==> config.mk <==
export PLATFORM = sky130hd
export DESIGN_NAME = vga_sync_sequencer
export DESIGN_NICKNAME = d
export VERILOG_FILES = /design/src/rtl/vga_sync_sequencer.sv
export SDC_FILE = /design/constraint.sdc
export NUM_CORES = 1
export LEC_CHECK = 0
export CAP_MARGIN = 25
export CORE_MARGIN = 4
export CORE_UTILIZATION = 29
export CTS_BUF_LIST = sky130_fd_sc_hd__clkbuf_2 sky130_fd_sc_hd__clkbuf_4 sky130_fd_sc_hd__clkbuf_8
export CTS_CLUSTER_DIAMETER = 100
export DETAILED_ROUTE_END_ITERATION = 7
export PLACE_DENSITY = 0.46
export SLEW_MARGIN = 10
export SYNTH_ARGS = -nofsm -noshare
export SYNTH_HDL_FRONTEND = slang
export SYNTH_SLANG_ARGS = --single-unit
==> constraint.sdc <==
create_clock -name clock -period 3.6 [get_ports clock]
set_input_delay 0.72 -clock clock [delete_from_list [all_inputs] [get_ports clock]]
set_output_delay 0.72 -clock clock [all_outputs]
set_load 0.02 [all_outputs]
==> src/rtl/vga_sync_sequencer.sv <==
// VGA horizontal/vertical sync sequencer: pixel counters, phase FSMs,
// one-clock set/reset strobes for external sync flops, and mirrored sync levels.
module vga_sync_sequencer #(
    parameter int unsigned H_VISIBLE = 640,
    parameter int unsigned H_FRONT   = 16,
    parameter int unsigned H_SYNC    = 96,
    parameter int unsigned H_BACK    = 48,
    parameter int unsigned V_VISIBLE = 480,
    parameter int unsigned V_FRONT   = 10,
    parameter int unsigned V_SYNC    = 2,
    parameter int unsigned V_BACK    = 33,
    parameter int unsigned CNT_W     = 10
) (
    input  logic             clock,
    input  logic             clear,
    input  logic             tick,
    output logic             hs_s,
    output logic             hs_r,
    output logic             vs_s,
    output logic             vs_r,
    output logic             hsync,
    output logic             vsync,
    output logic             video_on,
    output logic [CNT_W-1:0] pixel_x,
    output logic [CNT_W-1:0] pixel_y,
    output logic             frame_start
);

    localparam int unsigned H_TOTAL = H_VISIBLE + H_FRONT + H_SYNC + H_BACK;
    localparam int unsigned V_TOTAL = V_VISIBLE + V_FRONT + V_SYNC + V_BACK;

    localparam logic [CNT_W-1:0] H_FRONT_AT = CNT_W'(H_VISIBLE);
    localparam logic [CNT_W-1:0] H_SYNC_AT  = CNT_W'(H_VISIBLE + H_FRONT);
    localparam logic [CNT_W-1:0] H_BACK_AT  = CNT_W'(H_VISIBLE + H_FRONT + H_SYNC);
    localparam logic [CNT_W-1:0] H_LAST     = CNT_W'(H_TOTAL - 1);
    localparam logic [CNT_W-1:0] V_FRONT_AT = CNT_W'(V_VISIBLE);
    localparam logic [CNT_W-1:0] V_SYNC_AT  = CNT_W'(V_VISIBLE + V_FRONT);
    localparam logic [CNT_W-1:0] V_BACK_AT  = CNT_W'(V_VISIBLE + V_FRONT + V_SYNC);
    localparam logic [CNT_W-1:0] V_LAST     = CNT_W'(V_TOTAL - 1);

    typedef enum logic [1:0] {
        PH_VISIBLE,
        PH_FRONT,
        PH_SYNC,
        PH_BACK
    } phase_t;

    phase_t           h_phase;
    phase_t           v_phase;
    logic             h_last_c;
    logic             v_last_c;
    logic [CNT_W-1:0] h_next_c;
    logic [CNT_W-1:0] v_next_c;

    // Next counter values; vertical advances only on the horizontal wrap.
    always_comb begin
        h_last_c = (pixel_x == H_LAST);
        v_last_c = (pixel_y == V_LAST);
        h_next_c = h_last_c ? '0 : pixel_x + CNT_W'(1);
        v_next_c = pixel_y;
        if (h_last_c) begin
            v_next_c = v_last_c ? '0 : pixel_y + CNT_W'(1);
        end
    end

    always_ff @(posedge clock) begin
        if (clear) begin
            pixel_x     <= '0;
            pixel_y     <= '0;
            h_phase     <= PH_VISIBLE;
            v_phase     <= PH_VISIBLE;
            hsync       <= 1'b1;
            vsync       <= 1'b1;
            video_on    <= 1'b1;
            hs_s        <= 1'b0;
            hs_r        <= 1'b0;
            vs_s        <= 1'b0;
            vs_r        <= 1'b0;
            frame_start <= 1'b0;
        end else begin
            hs_s        <= 1'b0;
            hs_r        <= 1'b0;
            vs_s        <= 1'b0;
            vs_r        <= 1'b0;
            frame_start <= 1'b0;
            if (tick) begin
                pixel_x     <= h_next_c;
                pixel_y     <= v_next_c;
                frame_start <= h_last_c && v_last_c;
                video_on    <= (h_next_c < H_FRONT_AT) && (v_next_c < V_FRONT_AT);

                case (h_phase)
                    PH_VISIBLE: if (h_next_c == H_FRONT_AT) h_phase <= PH_FRONT;
                    PH_FRONT: if (h_next_c == H_SYNC_AT) begin
                        h_phase <= PH_SYNC;
                        hsync   <= 1'b0;
                        hs_r    <= 1'b1;
                    end
                    PH_SYNC: if (h_next_c == H_BACK_AT) begin
                        h_phase <= PH_BACK;
                        hsync   <= 1'b1;
                        hs_s    <= 1'b1;
                    end
                    PH_BACK: if (h_next_c == '0) h_phase <= PH_VISIBLE;
                endcase

                // Vertical phase moves once per line, on the horizontal wrap edge.
                if (h_last_c) begin
                    case (v_phase)
                        PH_VISIBLE: if (v_next_c == V_FRONT_AT) v_phase <= PH_FRONT;
                        PH_FRONT: if (v_next_c == V_SYNC_AT) begin
                            v_phase <= PH_SYNC;
                            vsync   <= 1'b0;
                            vs_r    <= 1'b1;
                        end
                        PH_SYNC: if (v_next_c == V_BACK_AT) begin
                            v_phase <= PH_BACK;
                            vsync   <= 1'b1;
                            vs_s    <= 1'b1;
                        end
                        PH_BACK: if (v_next_c == '0) v_phase <= PH_VISIBLE;
                    endcase
                end
            end
        end
    end

endmodule
==> metrics.txt <==
vias in the first global route=2163; IO Pins=31; largest net degree at the start of global routing=18; maximum clock frequency=306 MHz; Final ANT Viol Nets=0; via count=2264; share of layout cells above drive strength 1=0.0776; status=complete, no violations; Post-CTS Hold Buffers=0; Final setup viols=0; total setup buffers inserted after CTS=0; Syn Std Cell Area=2340 um2; Worst Path Required=3.78 ns; Startpoint Class=flip-flop; HPWL Detailed=4.73 mm; Via density=5.34; RSZ-0062 raised after global routing=no; crit end category=flip-flop; CTS H-tree lvls=2; nets@finish=337; clk sinks=32; PortBufs=30; flop2flop setup slack=0.33 ns; Die Wd=97.8 um; Total Routing Usage GR=0.136; clk_skew=0.00835 ns; post-route DRC violation count=0; Starting DRT DRC Count=96; Post-synth top cells=32 x dfxtp_1, 32 x nor2_1, 23 x nand2_1, 17 x nor3_1, 16 x a21oi_1; synth top area cells=dfxtp_1 27%, ha_1 7.0%, nor2_1 5.1%; Worst slew margin=0.563; min-delay worst type=flip-flop to flip-flop; final slew viol count=0; Leak=0.953 nW; GR Overflow Total=0; Die Ht=97.8 um; Gate Count Post-Synth=298; Post-CTS Resized=0; PD cells=271 nW/um2; mean post-synth cell area=7.84 um2; worst-margin pin slew=0.650 ns; WL/cell=15.2 um; Synth area leader=dfxtp_1; Primary FF master, synth=dfxtp_1; CTS tree=built; initial antenna violation count=0; Max Root-Sink Buffers=2; fin crit share=0.908; critical path arrival=3.45 ns; # rows=32; DR pass1 iterations=4; share of the synthesized area in the top cell type=0.274; syn_nets=314; crit path max fanout=12; Clock transition at path regs=0.08 ns; Initial Utilization=0.301; sequential share of the synthesized area=0.274; clock root cell=clkbuf_8; gpl congestion=0.828; total negative slack=0 ns; FFs w/ async S/R, synth=0; Layout area overhead=21.4%; fin crit period=3.27 ns; count of different cell masters after synthesis=61; max-cap violation count=0; #FFs+latches synth=32; critical path type=flip-flop to flip-flop; number of synthesized flops with an enable pin=0; Core Box Area=7770 um2; Ant. Diodes=0; wirelength, routed=6.43 mm; Hold Slack=0.498 ns; final hold viol count=0; VDD IR max=0.134 mV; CTS buffer count=5; first-pass GRT wire length=10.8 mm; worst skew pair latency=0.29 ns; Die ar.=9560 um2; Syn. warnings=0
[flip-flops by register name, summed over array words and instances (netlist names)]
signal / flops
video_on: 1
vs_r: 1
hs_s: 1
pixel_x: 10
h_phase: 2
pixel_y: 10
hsync: 1
frame_start: 1
vs_s: 1
vsync: 1
hs_r: 1
v_phase: 2
[kinds of logic (layout without fill, tap and decap cells)]
group / count (synthesis) / after routing / share of synthesized area
AOI/OAI and AO/OA: 71 / 71 / 0.216
xor gates and xnor gates: 7 / 7 / 0.0262
adders and majority gates: 13 / 13 / 0.0696
buffers and inverters: 31 / 55 / 0.0551
DFF: 32 / 32 / 0.274
muxes: 8 / 8 / 0.0348
and+or+nand+nor: 136 / 136 / 0.324
[cell type report]
cell class | instances | area, um2
Inverter | 10 | 37.5
Tap cell | 102 | 128
Fill cell | 831 | 4930
Clock inverter | 2 | 35.0
Timing Repair Buffer | 37 | 353
Clock buffer | 6 | 76.3
Multi-Input combinational cell | 235 | 1570
Sequential cell | 32 | 641
[cell usage in the layout, fill, tap and decap left out, drive strengths merged, types with 10 or more instances in the layout]
cell	synthesis	routed
ha	13	13
dfxtp	32	32
nor2	32	32
nand2	23	23
nand3	11	11
o21ai	14	14
nor3	17	17
a21oi	16	16
clkdlybuf4s50	0	30
inv	10	10
[report_power, final]
group	internal (W)	switching, W	total, W	leakage [nW]
Combinational	0.0000182	0.0000251	0.0000433	0.635
Clock	0.000213	0.000147	0.000360	0.0586
Sequential	0.000358	0.00000634	0.000364	0.259
Total	0.000589	0.000179	0.000768	0.953
[path summary, 6_finish.rpt]
kind / startpoint / endpoint / depth (start not counted)
hold / removal: hsync$_SDFFE_PP1P_ / hsync$_SDFFE_PP1P_ / 1
hold reg to reg: hsync$_SDFFE_PP1P_ / hsync$_SDFFE_PP1P_ / 1
setup reg to reg: pixel_x[0]$_SDFFE_PP0P_ / vsync$_SDFFE_PP1P_ / 10
setup / recovery: pixel_x[0]$_SDFFE_PP0P_ / vsync$_SDFFE_PP1P_ / 10
[critical path: stages, from the launching register on]
cell and delay (ns):
dfxtp_1 0.41, ha_1 0.23, nand4_1 0.25, or3_1 0.58, buf_4 0.25, nor4_2 0.24, o32ai_1 0.17, o41ai_2 0.38
and3_2 0.27, a21boi_1 0.07, a311o_1 0.31
[layer usage]
metal  global-route usage  wire [um]
met2                0.214       2790
met3               0.0286        243
met1                0.186       3300
met5                    0          0
met4               0.0447         94
[metrics by stage]
step | utilization | std cells | power (W) | cell area [um2] | setup WS, ns
5_1_grt | 0.365 | 424 | 0.000795 | 2840 | 0.148
4_1_cts | 0.365 | 424 | 0.000778 | 2840 | 0.333
6_report | 0.365 | 424 | 0.000768 | 2840 | 0.331
3_5_place_dp | 0.351 | 416 | 0.000416 | 2730 | 0.366
2_1_floorplan | - | 298 | 0.000397 | 2340 | 0.656
3_3_place_gp | 0.351 | 416 | 0.000416 | 2730 | 0.437
Power figures use the tool's default switching activity.
